==> src/rtl/ccip_avmm_burst_splitter.sv <==
// CCI-P style burst command to per-line AVMM request splitter.
// Optional stats counters: define CCIP_AVMM_BURST_SPLITTER_STATS_EN.
module ccip_avmm_burst_splitter #(
  parameter int ADDR_WIDTH  = 48,
  parameter int DATA_WIDTH  = 512,
  parameter int BURST_WIDTH = 3
) (
  input  logic                   clk,
  input  logic                   reset,
  input  logic                   in_valid,
  output logic                   in_ready,
  input  logic                   in_write,
  input  logic [ADDR_WIDTH-1:0]  in_addr,
  input  logic [BURST_WIDTH-1:0] in_burst,
  input  logic [DATA_WIDTH-1:0]  in_wdata,
  output logic                   out_valid,
  input  logic                   out_ready,
  output logic                   out_write,
  output logic [ADDR_WIDTH-1:0]  out_addr,
  output logic [DATA_WIDTH-1:0]  out_wdata,
  output logic                   out_sop,
  output logic                   out_eop,
  output logic                   err_burst,
  output logic                   busy
`ifdef CCIP_AVMM_BURST_SPLITTER_STATS_EN
  ,
  output logic [31:0]            stat_cmds,
  output logic [31:0]            stat_beats
`endif
);

  localparam int unsigned MAX_BURST = 1 << (BURST_WIDTH - 1);

  typedef enum logic [1:0] {
    IDLE,
    RD_SPLIT,
    WR_BEATS
  } state_t;

  state_t                 r_state;
  state_t                 w_state_nxt;
  logic [BURST_WIDTH-1:0] r_remaining;
  logic [BURST_WIDTH-1:0] w_rem_nxt;
  logic [ADDR_WIDTH-1:0]  r_next_addr;
  logic [ADDR_WIDTH-1:0]  w_addr_nxt;

  logic                   r_out_valid;
  logic                   r_out_write;
  logic [ADDR_WIDTH-1:0]  r_out_addr;
  logic [DATA_WIDTH-1:0]  r_out_wdata;
  logic                   r_out_sop;
  logic                   r_out_eop;

  logic                   w_free;
  logic                   w_illegal;
  logic                   w_multi;
  logic                   w_in_ready;
  logic                   w_load;
  logic                   w_first;
  logic                   w_err;
  logic                   w_beat_write;
  logic [ADDR_WIDTH-1:0]  w_beat_addr;
  logic [DATA_WIDTH-1:0]  w_beat_wdata;
  logic                   w_beat_sop;
  logic                   w_beat_eop;

  // Output register can take a beat when empty or draining this cycle.
  assign w_free    = !r_out_valid || out_ready;
  assign w_illegal = (in_burst == '0) ||
                     (32'(in_burst) > MAX_BURST);
  assign w_multi   = !w_illegal &&
                     (in_burst != BURST_WIDTH'(1));

  // Next-state, beat selection and input handshake.
  always_comb begin
    w_state_nxt  = r_state;
    w_rem_nxt    = r_remaining;
    w_addr_nxt   = r_next_addr;
    w_in_ready   = 1'b0;
    w_load       = 1'b0;
    w_first      = 1'b0;
    w_err        = 1'b0;
    w_beat_write = r_out_write;
    w_beat_addr  = r_next_addr;
    w_beat_wdata = in_wdata;
    w_beat_sop   = 1'b0;
    w_beat_eop   = 1'b0;
    unique case (r_state)
      IDLE: begin
        w_in_ready = w_free;
        if (in_valid && w_free) begin
          w_first      = 1'b1;
          w_load       = 1'b1;
          w_err        = w_illegal;
          w_beat_write = in_write;
          w_beat_addr  = in_addr;
          w_beat_sop   = 1'b1;
          w_beat_eop   = !w_multi;
          w_addr_nxt   = in_addr + ADDR_WIDTH'(1);
          w_rem_nxt    = '0;
          if (w_multi) begin
            w_rem_nxt   = in_burst - BURST_WIDTH'(1);
            w_state_nxt = in_write ? WR_BEATS : RD_SPLIT;
          end
        end
      end
      RD_SPLIT: begin
        if (w_free) begin
          w_load       = 1'b1;
          w_beat_write = 1'b0;
          w_beat_eop   = (r_remaining == BURST_WIDTH'(1));
          w_rem_nxt    = r_remaining - BURST_WIDTH'(1);
          w_addr_nxt   = r_next_addr + ADDR_WIDTH'(1);
          if (w_beat_eop)
            w_state_nxt = IDLE;
        end
      end
      WR_BEATS: begin
        w_in_ready = w_free;
        if (in_valid && w_free) begin
          w_load       = 1'b1;
          w_beat_write = 1'b1;
          w_beat_eop   = (r_remaining == BURST_WIDTH'(1));
          w_rem_nxt    = r_remaining - BURST_WIDTH'(1);
          w_addr_nxt   = r_next_addr + ADDR_WIDTH'(1);
          if (w_beat_eop)
            w_state_nxt = IDLE;
        end
      end
      default: w_state_nxt = IDLE;
    endcase
    if (reset) begin
      w_in_ready = 1'b0;
      w_first    = 1'b0;
      w_err      = 1'b0;
    end
  end

  // State, burst tracking and the single output register stage.
  always_ff @(posedge clk) begin
    if (reset) begin
      r_state     <= IDLE;
      r_remaining <= '0;
      r_next_addr <= '0;
      r_out_valid <= 1'b0;
      r_out_write <= 1'b0;
      r_out_addr  <= '0;
      r_out_wdata <= '0;
      r_out_sop   <= 1'b0;
      r_out_eop   <= 1'b0;
    end else begin
      r_state     <= w_state_nxt;
      r_remaining <= w_rem_nxt;
      r_next_addr <= w_addr_nxt;
      if (w_load) begin
        r_out_valid <= 1'b1;
        r_out_write <= w_beat_write;
        r_out_addr  <= w_beat_addr;
        r_out_wdata <= w_beat_wdata;
        r_out_sop   <= w_beat_sop;
        r_out_eop   <= w_beat_eop;
      end else if (out_ready) begin
        r_out_valid <= 1'b0;
      end
    end
  end

  assign in_ready  = w_in_ready;
  assign out_valid = r_out_valid;
  assign out_write = r_out_write;
  assign out_addr  = r_out_addr;
  assign out_wdata = r_out_wdata;
  assign out_sop   = r_out_sop;
  assign out_eop   = r_out_eop;
  assign err_burst = w_err;
  assign busy      = (r_state != IDLE) || r_out_valid;

`ifdef CCIP_AVMM_BURST_SPLITTER_STATS_EN
  logic [31:0] r_stat_cmds;
  logic [31:0] r_stat_beats;

  // Saturating counts of accepted commands and delivered beats.
  always_ff @(posedge clk) begin
    if (reset) begin
      r_stat_cmds  <= '0;
      r_stat_beats <= '0;
    end else begin
      if (w_first && (r_stat_cmds != '1))
        r_stat_cmds <= r_stat_cmds + 32'd1;
      if (r_out_valid && out_ready && (r_stat_beats != '1))
        r_stat_beats <= r_stat_beats + 32'd1;
    end
  end

  assign stat_cmds  = r_stat_cmds;
  assign stat_beats = r_stat_beats;
`endif

endmodule
==> config.mk <==
export PLATFORM = sky130hd
export DESIGN_NAME = ccip_avmm_burst_splitter
export DESIGN_NICKNAME = d
export VERILOG_FILES = /design/src/rtl/ccip_avmm_burst_splitter.sv
export SDC_FILE = /design/constraint.sdc
export NUM_CORES = 1
export LEC_CHECK = 0
export ABC_CLOCK_PERIOD_IN_PS = 4100
export BUFFER_PORTS_ARGS = -buffer_cell sky130_fd_sc_hd__buf_2
export CAP_MARGIN = 20
export CELL_PAD_IN_SITES_DETAIL_PLACEMENT = 1
export CELL_PAD_IN_SITES_GLOBAL_PLACEMENT = 1
export CORE_AREA = 5 5 433 435
export CTS_CLUSTER_DIAMETER = 100
export DETAILED_ROUTE_END_ITERATION = 8
export DIE_AREA = 0 0 438 440
export PLACE_DENSITY = 0.38
export SKIP_CTS_REPAIR_TIMING = 1
export SLEW_MARGIN = 20
export SYNTH_ARGS = -nofsm -noshare
export SYNTH_HDL_FRONTEND = slang
export SYNTH_SLANG_ARGS = --single-unit
==> constraint.sdc <==
create_clock -name clk -period 4.1 [get_ports clk]
set_input_delay 0.41 -clock clk [delete_from_list [all_inputs] [get_ports clk]]
set_output_delay 0.41 -clock clk [all_outputs]
set_load 0.05 [all_outputs]
# [Yosys cells after proc, flatten, opt, wreduce, memory -nomap -nowiden]
# Cells that the tools add are included.
[totals] mem_bits_ro=0 inputBits=568 memories=0 reg_bits=617 latchBits=0 ram_bits=0 word_cells=76
[classes] shift=0 bitwise_logic=0 mul=0 n_reduce_logical=17 n_mux=37 div_mod_pow=0 eq_ne=8 add_sub_neg=4 order_cmp=1
[op_table] cell="$mux W48" n=5
[op_table] cell="$pmux W48 S3" n=1
[op_table] cell="$add A48 B1 Y48 const B" n=2
[op_table] cell="$mux W1" n=16
[op_table] cell="$mux W2" n=6
[op_table] cell="$mux W3" n=4
[op_table] cell="$pmux W3 S3" n=1
[op_table] cell="$ne A2 B2 Y1 const B" n=4
[op_table] cell="$reduce_and A4 Y1" n=2
[op_table] cell="$pmux W1 S3" n=2
[op_table] cell="$pmux W2 S3" n=1
[op_table] cell="$sub A3 B1 Y3 const B" n=2
[op_table] cell="$reduce_and A5 Y1" n=1
[op_table] cell="$reduce_bool A2 Y1" n=2
[op_table] cell="$eq A3 B1 Y1 const B" n=1
[op_table] cell="$gt A3 B3 Y1 const B" n=1
[op_table] cell="$logic_not A1 Y1" n=3
[op_table] cell="$logic_not A3 Y1" n=1
[op_table] cell="$logic_or A1 B1 Y1" n=3
[op_table] cell="$ne A3 B1 Y1 const B" n=1
[op_table] cell="$reduce_bool A3 Y1" n=1
[op_table] cell="$eq A2 B1 Y1 const B" n=1
[op_table] cell="$eq A2 B2 Y1 const B" n=1
[op_table] cell="$logic_and A1 B1 Y1" n=2
[op_table] cell="other kinds (3)" n=3

# [Depth between registers and ports, before layout]
[logic_depth] word_depth=7 mapped_depth=18 depth_no_buf=10

# [Worst setup path before layout]
# OpenSTA, ideal clock, no wires.
[synth_timing] path_kind="reg2reg" from="register r_state[0]" to="register r_next_addr[26]" synth_period_minus_slack_ns=4.300 required_time_ns=3.979 stages_incl_launch_ff=18 path_slack_ns=-0.200 t_arrival_ns=4.179 path_cell_list="dfxtp_1 > inv_1 > ha_1 > buf_4 > buf_2 > buf_2 > buf_2 > buf_2 > buf_1 > clkbuf_1 > mux2_2 > ha_1 > nand2_1 > o22ai_1 > nand4_1 > or2_2 > nor3b_1 > mux2_2"
[synth_between] elab_chain_cells=3 word_cells_on_any_way=9 cone_classes="eq/ne: 5; mux: 1; reduce/logical: 3"
[synth_rtl] element="start, declared" line_no="40" source="state_t r_state;"
[synth_rtl] element="start signal, assigned" line_no="152" source="r_state <= w_state_nxt;"
[synth_rtl] element="$eq A2 B2 Y1, or another cell as far along" line_no="88" source="unique case (r_state)"
[synth_rtl] element="$ne A2 B2 Y1 (no line) / $reduce_bool A3 Y1 (equally long branches)"
[synth_rtl] element="$reduce_and A4 Y1 (no line)"
[synth_rtl] element="end signal, assigned" line_no="154" source="r_next_addr <= w_addr_nxt;"
[synth_rtl] element="end, declared" line_no="44" source="logic [ADDR_WIDTH-1:0] r_next_addr;"
# Several ways; a longest one is shown, not always the timed one.
# A chain may end at the register's enable or synchronous reset.

# [Worst setup path after layout]
[layout_timing] from="register r_state[0]" to="register r_next_addr[38]"
# The elaborated chain is that of the path after synthesis.

==> results.cfg <==
[floorplanning]
die_y_um = 440
rows = 157
dieArea_um2 = 193000
die_x_um = 438
core_area_um2 = 183000
start_util_pct = 13.4
ioPinCount = 1135

[sta]
rsz0062_at_grt = false
max_freq_ghz = 0.276
relSlewSlack_pct = 37.6
finalClockSkew_ps = 16.9
tns_ps = 0
period_needed_ps = 3620
setup_viol = 0
slew_viol_final = 0
worst_slew_pin_slew_ps = 937
fin_crit_sh_pct = 88.4
layout_setup_ws_ps = 478
fin_hold_ws_ps = 31.4
hold_viol = 0

[drt]
ant_nets = 0
drt-wirelength-per-cell_um = 23.4
drt_pass1_iterations = 5
drt_iter0_markers = 1361
num_vias = 28800
viasPerCell = 4.02
remaining_drc_errors = 0
drt_wl_total_mm = 168

[worst_setup_path]
critPathKind = flip-flop to flip-flop
reg2reg_depth = 10
worstReg2RegEnd = r_next_addr[38]
reg2reg_slack_ps = 480
endpoint_kind = flip-flop
startpoint = r_state[0]
arrival_ps = 4200
start_kind = flip-flop
r2r_start = r_state[0]
critPathMaxFanout = 69
cp.required_ps = 4680
critPathCapture = r_next_addr[38]

[layout]
layout-drive-gt1-share_pct = 28.8
fill_cells = 22000
final_util_pct = 22.3
areaGrowthSynthToFinish_pct = 66.7
fin_nets = 5280
final_cell_mix = 1200 x nand2_1, 1133 x buf_2, 617 x dfxtp_1, 575 x a21oi_1, 474 x dlygate4sd3_1
multiInputGateArea_um2 = 11100
seq_area_um2 = 12400
final_common_cell = nand2_1

[placed_design]
pre_cts_slack_ps = 461
place_congestion = 0.844
portBuffers = 1134
hpwl_mm = 129

[clock_network]
clkSlewWorstSetupHoldPaths_ps = 60
cts_htree_levels = 3
clock-root-buffer = clkbuf_16
clock_sinks = 617
cts_tree = yes
cts_buffer_depth = 3
insertion_delay_ps = 700
numCtsBuffers = 87

[power]
power_mw = 23.6
powerDensity_nw_per_um2 = 579
p_leak_nw = 17.6
ir_drop_mv = 0.296

[yosys]
yosys_warnings = 0
synthCells = 3198
synth_cell_type_count = 76
avgSynthCellArea_um2 = 7.65
synthFlopType = dfxtp_1
syn_nets = 3775
synth_edf_count = 0
yosys.area.top_type = dfxtp_1
ys_ff_latch = 617
yosysSeqAreaShare_pct = 50.5
synthTopCellsByArea = dfxtp_1 51%, nand2_1 18%, a21oi_1 12%
async_reset_ff_share_pct = 0
synth_area_um2 = 24500
netlist.area_leader.share_pct = 50.5

[grt]
track_usage_pct = 16.3
grt_pass1_vias = 27200
grt.met3_usage_pct = 4.78
antenna_found_initial = 48
busiest_layer = met2
grt_pass1_wl_mm = 223
grt-ovfl-total = 0
use_met2_pct = 29.7
grt_max_degree = 161
met1_usage_pct = 18.8

[flow_run]
cap_violations = 0

[outcome]
outcome = completed

[worst_hold_path]
hp-class = input pin to flip-flop
-- synth_stat cells (all sizes together), types with 17 or more instances --
cell type,number
dfxtp,617
nand3b,30
nor3,23
o21ai,28
mux2i,21
clkbuf,229
nand2,1202
a21oi,576
a311oi,58
nand3,53
buf,24
nor2,107
a31oi,17
-- power breakdown --
| part | switching (mW) | internal, mW |
|---|---|---|
| Clock | 3.16 | 4.92 |
| Combinational | 6.01 | 2.09 |
| Sequential | 0.593 | 6.83 |
| Total | 9.76 | 13.8 |
-- worst max-delay path: stages, from the launching register on --
cell      delay, ps
dfxtp_1         380
inv_1           110
ha_4            380
buf_12          310
buf_12          310
nand3_1         170
a222oi_1        620
nand2_1         250
or4b_2          670
o211ai_1        200
a21oi_1          70
-- metal layers --
layer	share of wire (%)	wire (um)	vias up
met2	52	86800	760
met1	41	68200	14000
met3	5.6	9350	197
met4	2.1	3540	4
li1	-	-	13800
met5	0.013	21	-
-- logic make-up (layout without fill, tap and decap cells) --
| logic type | after synthesis | count (layout) | synth area share [%] |
|---|---|---|---|
| flops | 617 | 617 | 50.5 |
| xor+xnor | 3 | 3 | 0.107 |
| compound gates | 788 | 788 | 18.6 |
| buf+inv | 265 | 1840 | 4.14 |
| fa+ha+maj | 9 | 9 | 0.461 |
| other cells | 0 | 14 | 0 |
| simple gates | 1481 | 1481 | 24.7 |
| mux | 35 | 35 | 1.50 |
-- final cells by class --
type | count | area share, %
diodes | 14 | 0.0860
clock buffers | 136 | 6.59
clock inverters | 23 | 0.780
inverters | 12 | 0.111
multi-input cells | 2316 | 27.4
flip-flops and latches | 617 | 30.3
well taps | 2385 | 7.32
repair buffers | 1669 | 27.5
-- state kept, by name, summed over array words and instances (netlist names) --
register     flops
out_wdata      512
out_addr        48
r_next_addr     48
r_remaining      3
r_state          2
out_eop          1
out_sop          1
out_valid        1
out_write        1
-- worst min path at each step --
| stage | slack [ps] | startpoint | to | depth (start not counted) |
|---|---|---|---|---|
| finish | 30 | in_addr[31] | out_addr[31] | 3 |
| global route | -0.004 | in_wdata[262] | out_wdata[262] | 3 |
| CTS | -150 | in_wdata[88] | out_wdata[88] | 3 |
| detailed placement | 440 | out_wdata[85] | out_wdata[85] | 2 |
| global placement | 440 | out_wdata[86] | out_wdata[86] | 2 |
| floorplan | 450 | r_next_addr[1] | r_next_addr[1] | 2 |
-- per-stage QoR --
| stage | std cells | area, um^2 |
|---|---|---|
| 6_report | 7172 | 40800 |
| 5_1_grt | 7167 | 40700 |
| 4_1_cts | 6684 | 36000 |
| 3_5_place_dp | 6525 | 33000 |
| 3_3_place_gp | 6525 | 33000 |
| 2_1_floorplan | 3198 | 24500 |
Note: power is estimated with default switching activity, not from simulation.
